### src/rtl/div_ratio_ctrl_pkg.sv
// Shared definitions for the run-time clock divider controller:
// FSM state encoding and the ratio legality check.
package div_ratio_ctrl_pkg;

  localparam int STATE_W = 2;

  typedef enum logic [STATE_W-1:0] {
    ST_IDLE  = 2'd0,
    ST_RUN   = 2'd1,
    ST_PEND  = 2'd2,
    ST_DRAIN = 2'd3
  } state_t;

  // A ratio is usable when it is non-zero and representable in the counter width.
  function automatic logic ratioLegal(input logic [31:0] n, input int width);
    return (n != 32'd0) && (n < (32'd1 << width));
  endfunction

endpackage

### src/rtl/div_ratio_ctrl_modn_cnt.sv
// Mod-N counter holding the ratio in force; counts 0..N-1 and flags the
// last count of each period so the controller can act on period boundaries.
module div_ratio_ctrl_modn_cnt #(
  parameter int WIDTH = 3,
  parameter int DEF_N = 5
) (
  input  logic             i_clk,
  input  logic             i_rst,
  input  logic             i_clear,
  input  logic             i_run,
  input  logic             i_load,
  input  logic [WIDTH-1:0] i_loadN,
  output logic [WIDTH-1:0] o_cnt,
  output logic [WIDTH-1:0] o_curN,
  output logic             o_wrap
);

  logic [WIDTH-1:0] r_cnt;
  logic [WIDTH-1:0] r_curN;
  logic             w_wrap;

  // The ratio is never zero, so curN-1 cannot underflow and cnt stays below curN.
  assign w_wrap = (r_cnt == (r_curN - WIDTH'(1)));

  always_ff @(posedge i_clk or posedge i_rst) begin
    if (i_rst) begin
      r_cnt  <= '0;
      r_curN <= WIDTH'(DEF_N);
    end else begin
      if (i_clear) begin
        r_cnt <= '0;
      end else if (i_run) begin
        r_cnt <= w_wrap ? '0 : r_cnt + WIDTH'(1);
      end
      if (i_load) begin
        r_curN <= i_loadN;
      end
    end
  end

  assign o_cnt  = r_cnt;
  assign o_curN = r_curN;
  assign o_wrap = w_wrap;

endmodule

### src/rtl/div_ratio_ctrl.sv
// Run-time controller for the integer clock divider: accepts new ratios over
// valid/ready and applies ratio changes and start/stop only on period boundaries.
module div_ratio_ctrl
  import div_ratio_ctrl_pkg::*;
#(
  parameter int WIDTH = 3,
  parameter int DEF_N = 5
) (
  input  logic             i_clk,
  input  logic             i_rst_n,
  input  logic             i_en,
  input  logic             i_cfg_valid,
  input  logic [WIDTH-1:0] i_cfg_n,
  output logic             o_cfg_ready,
  output logic             o_cfg_err,
  output logic             o_tick,
  output logic             o_div_out,
  output logic [WIDTH-1:0] o_cur_n,
  output logic             o_busy
);

  state_t           r_state;
  state_t           w_nextState;
  logic [WIDTH-1:0] r_pend;
  logic [WIDTH-1:0] w_pendNext;
  logic             r_pendValid;
  logic             w_pendValidNext;
  logic             r_tick;
  logic             r_divOut;
  logic             r_cfgReady;
  logic             r_cfgErr;
  logic             r_busy;

  logic             w_load;
  logic [WIDTH-1:0] w_loadN;
  logic [WIDTH-1:0] w_cnt;
  logic [WIDTH-1:0] w_curN;
  logic             w_wrap;
  logic             w_counting;
  logic             w_xfer;
  logic             w_legal;
  logic             w_accept;
  logic             w_reject;
  logic             w_keepRunning;

  assign w_counting    = (r_state != ST_IDLE);
  assign w_xfer        = i_cfg_valid && r_cfgReady;
  assign w_legal       = ratioLegal(32'(i_cfg_n), WIDTH);
  assign w_accept      = w_xfer && w_legal;
  assign w_reject      = w_xfer && !w_legal;
  assign w_keepRunning = w_counting && (w_nextState != ST_IDLE);

  div_ratio_ctrl_modn_cnt #(
    .WIDTH (WIDTH),
    .DEF_N (DEF_N)
  ) u_cnt (
    .i_clk   (i_clk),
    .i_rst   (i_rst_n),
    .i_clear (r_state == ST_IDLE),
    .i_run   (w_counting),
    .i_load  (w_load),
    .i_loadN (w_loadN),
    .o_cnt   (w_cnt),
    .o_curN  (w_curN),
    .o_wrap  (w_wrap)
  );

  // RUN, PEND and DRAIN count identically; they differ only in what happens at a wrap.
  always_comb begin
    w_nextState     = r_state;
    w_pendNext      = r_pend;
    w_pendValidNext = r_pendValid;
    w_load          = 1'b0;
    w_loadN         = r_pend;
    case (r_state)
      ST_IDLE: begin
        if (w_accept) begin
          w_load  = 1'b1;
          w_loadN = i_cfg_n;
        end
        if (i_en) begin
          w_nextState = ST_RUN;
        end
      end
      default: begin
        if (w_wrap && !i_en) begin
          w_nextState     = ST_IDLE;
          w_pendValidNext = 1'b0;
          if (r_pendValid) begin
            w_load  = 1'b1;
            w_loadN = r_pend;
          end else if (w_accept) begin
            w_load  = 1'b1;
            w_loadN = i_cfg_n;
          end
        end else if (w_wrap && r_pendValid) begin
          w_load          = 1'b1;
          w_loadN         = r_pend;
          w_pendValidNext = 1'b0;
          w_nextState     = ST_RUN;
        end else begin
          if (w_accept) begin
            w_pendNext      = i_cfg_n;
            w_pendValidNext = 1'b1;
          end
          if (!i_en) begin
            w_nextState = ST_DRAIN;
          end else if (w_pendValidNext) begin
            w_nextState = ST_PEND;
          end else begin
            w_nextState = ST_RUN;
          end
        end
      end
    endcase
  end

  // Outputs are forced low on the cycle that lands in IDLE so no partial period leaks out.
  always_ff @(posedge i_clk or posedge i_rst_n) begin
    if (i_rst_n) begin
      r_state     <= ST_IDLE;
      r_pend      <= '0;
      r_pendValid <= 1'b0;
      r_tick      <= 1'b0;
      r_divOut    <= 1'b0;
      r_cfgReady  <= 1'b1;
      r_cfgErr    <= 1'b0;
      r_busy      <= 1'b0;
    end else begin
      r_state     <= w_nextState;
      r_pend      <= w_pendNext;
      r_pendValid <= w_pendValidNext;
      r_tick      <= w_keepRunning && w_wrap;
      r_divOut    <= w_keepRunning && (w_cnt >= (w_curN >> 1));
      r_cfgReady  <= !w_pendValidNext;
      r_cfgErr    <= w_reject;
      r_busy      <= (w_nextState != ST_IDLE);
    end
  end

  assign o_cfg_ready = r_cfgReady;
  assign o_cfg_err   = r_cfgErr;
  assign o_tick      = r_tick;
  assign o_div_out   = r_divOut;
  assign o_cur_n     = w_curN;
  assign o_busy      = r_busy;

endmodule

### config.mk
export PLATFORM = sky130hd
export DESIGN_NAME = div_ratio_ctrl
export DESIGN_NICKNAME = d
export VERILOG_FILES = /design/src/rtl/div_ratio_ctrl_pkg.sv /design/src/rtl/div_ratio_ctrl_modn_cnt.sv /design/src/rtl/div_ratio_ctrl.sv
export SDC_FILE = /design/constraint.sdc
export NUM_CORES = 1
export LEC_CHECK = 0
export BUFFER_PORTS_ARGS = -buffer_cell sky130_fd_sc_hd__buf_4
export CORE_ASPECT_RATIO = 0.8
export CORE_MARGIN = 5
export CORE_UTILIZATION = 45
export DETAILED_ROUTE_END_ITERATION = 7
export PLACE_DENSITY = 0.7
export SLEW_MARGIN = 0
export SYNTH_ARGS = -nofsm -noshare
export SYNTH_HDL_FRONTEND = slang
export SYNTH_SLANG_ARGS = --single-unit
### constraint.sdc
create_clock -name i_clk -period 4.7 [get_ports i_clk]
set_input_delay 0.47 -clock i_clk [delete_from_list [all_inputs] [get_ports i_clk]]
set_output_delay 0.47 -clock i_clk [all_outputs]
set_load 0.01 [all_outputs]
# Word level (Yosys, flattened, before mapping)
# Cells that the tools add are included.
[totals]
reg_bits = 17
wordCells = 59
inputBits = 7
[classes]
bitwise_logic = 3
reduce_logical = 17
add_sub_neg = 2
n_eq_ne = 1
mux = 25
magnitude_cmp = 1
[ops]
columns = ["cell", "n"]
rows = [
  ["$mux 3", 7],
  ["$mux 1", 12],
  ["$mux 2", 6],
  ["$logic_and 1x1->1", 8],
  ["$reduce_bool 2->1", 3],
  ["$add 3x1->3 const B", 1],
  ["$eq 3x3->1", 1],
  ["$ge 3x2->1", 1],
  ["$logic_not 1->1", 3],
  ["$not 1->1", 3],
  ["$reduce_and 3->1", 1],
  ["$reduce_bool 3->1", 1],
  ["$sub 3x1->3 const B", 1],
  ["$logic_not 2->1", 1],
]

# Logic depth before layout (Yosys ltp)
[depth]
depth_word = 14
depth_mapped = 7
mapped_depth_nobuf = 6

# By module
# From an unflattened synthesis, not the netlist that was laid out.
[hier_totals]
cells_unflattened = 92
area_unflattened_um2 = 999.7
[modules_own_cells]
columns = ["module", "area_per_inst_um2", "cells_per_inst", "n_inst"]
rows = [
  ["div_ratio_ctrl", 649.4, 60, 1],
  ["div_ratio_ctrl_modn_cnt", 350.3, 32, 1],
]

# Worst setup path before layout
# Ideal clock, no wire load.
[synth_path]
path_type = "reg-to-reg"
start = "reg u_cnt.r_curN[0], in the netlist u_cnt.o_curN[0]"
end = "reg r_pend[0]"
slack_ps = 2676
synth_period_minus_slack_ps = 2024
required_ps = 4575
t_arrival_ps = 1898
path_stages_with_launch = 7
path_cell_list = "dfstp_2 inv_1 ha_1 xor2_1 a41o_4 or2_4 mux2_4"
[synth_via]
elab_chain_len = 5
[synth_lines]
columns = ["element", "line_no", "source"]
rows = [
  ["from (decl)", "div_ratio_ctrl_modn_cnt.sv:19", "logic [WIDTH-1:0] r_curN;"],
  ["from (signal assigned)", "div_ratio_ctrl_modn_cnt.sv:28", "r_curN <= WIDTH'(DEF_N);"],
  ["from (signal assigned)", "div_ratio_ctrl_modn_cnt.sv:36", "r_curN <= i_loadN;"],
  ["$sub 3x1->3 (*)", "div_ratio_ctrl_modn_cnt.sv:23", "assign w_wrap = (r_cnt == (r_curN - WIDTH'(1)));"],
  ["$eq 3x3->1 (*)", "div_ratio_ctrl_modn_cnt.sv:23", ""],
  ["$logic_and 1x1->1 (on tied branches)", "div_ratio_ctrl.sv:96, div_ratio_ctrl.sv:86", ""],
  ["$not 1->1 (no line)", "--", ""],
  ["$reduce_and 3->1 (no line) (*)", "--", ""],
  ["to (signal assigned)", "div_ratio_ctrl.sv:131", "r_pend <= w_pendNext;"],
  ["to (decl)", "div_ratio_ctrl.sv:24", "logic [WIDTH-1:0] r_pend;"],
]
# Every way passes the cells marked *; elsewhere a longest branch is shown, timed or not.
# A chain may end at the register's enable or synchronous reset.

# Worst setup path in the final report
# Same ends and word-level chain as after synthesis.

==> impl_summary.md <==
Final layout
Fill cells in the final layout number 184. The final-stage net count is 112. The number of antenna diodes in the final layout is 0. The fraction of final layout cells with drive strength greater than 1 is 29.00%. Compared with the post-synthesis result, the final layout area differs by 17.67%.

Routing
Summing over every cut layer, the via total after detailed routing is 686. The wire length after detailed routing is 1766 um. Dividing the detail-routed via count by the number of cells gives 5.532. The highest routed metal layer is met4. In the routed design, unresolved DRC markers number 0. The remaining number of nets flagged by the antenna check after routing is 0.

The routed length per instance is 14.24 um. The routed length on met3 is 68 um. The length of routed wiring on met1 is 882 um.

The sum of met2 wire segment lengths after detailed routing is 795 um. The count of TritonRoute iterations in the first routing pass is 3. The first routing iteration left 5 violations.

Placement
The congestion estimate from routability-driven global placement came to 0.7428. The count of input and output buffers is 14. The detailed-placement wirelength estimate is 1385 um.

Clock network
Clock tree synthesis selected as its root buffer the cell sky130_fd_sc_hd__clkbuf_4. Gates resized during post-CTS repair numbered 0. The TritonCTS clock tree is yes. Clock-pin slew was measured on the worst setup and hold paths at 100 ps. The number of buffers created by CTS is 3. The maximum root-to-sink buffer count is 2. The number of hold buffers added after CTS is 0. The number of levels in the clock H-tree is 1. The number of setup buffers added after CTS is 0. Clock latency on the worst-skew pair, taken at its later pin, is 290 ps.

The clock net sink count is 17.

Timing
The slew of the pin with the lowest slew margin is 617.3 ps. The final hold violation count was 0. The normalized max-slew margin is 58.80%. Adding up every negative setup slack in the final design gives 0 ps.

The count of pins over their slew limit is 0. The worst path in the final design needs a cycle of 2121 ps, including I/O delays and setup. The final setup violation count is 0. The final critical-path share of the clock period is 45.14%. Setup repair after global routing left no endpoint under its margin. The final setup skew is 8.012 ps. Timing would allow up to 471.4 MHz.

Run status
The run finished with clean final reports.

Job
The tool flagged a number of max-cap violations equal to 0.

Logic synthesis
Yosys attributes the largest share of cell area to sky130_fd_sc_hd__dfrtp_1 39%, sky130_fd_sc_hd__dfstp_2 8.8%, sky130_fd_sc_hd__ha_1 5.6%. The post-synthesis sequential area ratio is 48.11%. By instance count, the leading cell after synthesis is sky130_fd_sc_hd__dfrtp_1. The count of distinct cell types in the synthesized netlist is 32. The synthesized design contains 17 register bits. The synthesized netlist cell count is 83. The share of the synthesized area in the top cell type is 39.27%. The proportion of register bits with asynchronous set or reset after synthesis is 100.0%. The average size of a mapped cell is 10.75 um2. The synthesis warning total is 0. By count the netlist is led by 14 x sky130_fd_sc_hd__dfrtp_1, 8 x sky130_fd_sc_hd__nor2_1, 7 x sky130_fd_sc_hd__inv_1, 5 x sky130_fd_sc_hd__a31oi_1.

The synthesized netlist occupies a cell area of 892.1 um2. The number of enable flip-flop cells after synthesis is 0. The dominant synthesized flop cell is sky130_fd_sc_hd__dfrtp_1. The cell type with the largest total area after synthesis is sky130_fd_sc_hd__dfrtp_1. The number of nets in the synthesized netlist is 94.

Floorplanning
The die span in y is 49.83 um. Once the floorplan was initialized, standard cells occupied 47.16% of the core. The number of top-level design ports is 15. From left edge to right edge, the die measures 59.78 um.

The die covers 0.002979 mm2. The number of cell rows is 14. The placeable core region is 0.001892 mm2.

Global route
The global-route wire length before repair is 3160 um. The number of antenna violations at the first check in global routing is 0. The number of global-route vias before repair is 682. The sum of overflow across all layers after global routing is 0. The overall global routing resource usage is 14.26%. The largest net degree at the start of global routing is 18.

Critical path
The critical path class is reg2reg. The required time of the critical path is 4880 ps. STA classifies the critical path endpoint as a flop.

In this run the worst path has a maximum fanout of 5. The data arrival time of the critical path is 2300 ps. STA classifies the critical path startpoint as a flop.

Pwr
After layout, the design draws a total of 0.8153 mW. For this design the ratio of total power to cell area is 776.6 mW/mm2. The analysis attributes to cell leakage a power of 0.4970 nW. The largest vdd supply drop is 419.3 uV.

Min path
The worst min-delay path category is in2async.
metrics by stage:
step / util (%) / instances / area (um2) / worst slack (ps) / hold slack, ps
floorplan: - / 83 / 892.1 / 2676 / 393.9
global placement: 54.10 / 120 / 1023 / 2672 / 494.1
detailed placement: 54.10 / 120 / 1023 / 2620 / 503.1
CTS: 55.49 / 124 / 1050 / 2592 / 267.3
global route: 55.49 / 124 / 1050 / 2482 / 297.5
finish: 55.49 / 124 / 1050 / 2579 / 242.9
per-layer routing:
metal	global-route usage [%]	vias up
li1	-	339
met1	19.41	337
met2	20.68	8
met3	5.483	2
met4	4.428	0
met5	0	-
worst max-delay path: stages (launching register included):
cell and delay (ps):
sky130_fd_sc_hd__dfstp_2 570, sky130_fd_sc_hd__inv_1 50, sky130_fd_sc_hd__ha_1 290, sky130_fd_sc_hd__xor2_1 350, sky130_fd_sc_hd__a41o_4 310, sky130_fd_sc_hd__or2_4 140, sky130_fd_sc_hd__mux2_4 290
kinds of logic (layout without fill, tap and decap cells):
group	count (synthesis)	in the layout	share of synthesized area [%]
XOR/XNOR	4	4	5.610
AND/OR/NAND/NOR	25	25	14.31
flip-flops	17	17	48.11
adder cells (fa/ha/maj)	4	4	5.610
buffers and inverters	8	25	3.366
AO/OA/AOI/OAI	24	24	21.32
multiplexers	1	1	1.683
path summary, 6_finish.rpt:
check / startpoint / end / slack, ps / cells past startpoint
max: u_cnt.o_curN[0] / r_pend[0] / 2580 / 6
max reg2reg: u_cnt.o_curN[0] / r_pend[0] / 2580 / 6
min in group i_clk: i_cfg_n[2] / o_cfg_err / 370 / 2
max in group asynchronous: i_rst_n / r_state[1] / 4050 / 2
min reg2reg: r_pendValid / o_cfg_ready / 510 / 1
min: i_rst_n / o_cfg_err / 240 / 2
cell type report:
cell class / instances / area [um2] / area share [%]
clock buffers: 4 / 26.28 / 2.503
inverters: 7 / 26.28 / 2.503
multi-input cells: 58 / 432.9 / 41.24
flip-flops and latches: 17 / 429.2 / 40.88
well taps: 24 / 30.03 / 2.861
repair buffers: 14 / 105.1 / 10.01
layout by cell type, fill, tap and decap left out, types with 2 or more instances in the layout:
master and instances:
sky130_fd_sc_hd__a211oi_1 4, sky130_fd_sc_hd__a21oi_1 2, sky130_fd_sc_hd__a22o_2 2, sky130_fd_sc_hd__a31oi_1 5, sky130_fd_sc_hd__and3_1 2, sky130_fd_sc_hd__buf_4 14, sky130_fd_sc_hd__clkbuf_4 3, sky130_fd_sc_hd__dfrtp_1 14
sky130_fd_sc_hd__dfstp_2 3, sky130_fd_sc_hd__ha_1 4, sky130_fd_sc_hd__inv_1 7, sky130_fd_sc_hd__nand2_1 4, sky130_fd_sc_hd__nand2b_1 2, sky130_fd_sc_hd__nand4_1 3, sky130_fd_sc_hd__nor2_1 8, sky130_fd_sc_hd__o21ai_0 4
sky130_fd_sc_hd__xor2_1 2
sequential cells by signal, summed over array words and instances, names as in the netlist:
signal        cells
o_cfg_err         1
o_cfg_ready       1
u_cnt.o_cnt       3
r_pend            3
u_cnt.o_curN      3
o_tick            1
r_pendValid       1
o_busy            1
r_state           2
o_div_out         1
report_power, final:
part | total [mW] | internal [mW] | switching, mW
combinational | 0.451 | 0.216 | 0.235
sequential | 0.286 | 0.228 | 0.0579
clock | 0.0781 | 0.0330 | 0.0450
total | 0.815 | 0.478 | 0.338
No activity file was read; power rests on OpenSTA's default activity.
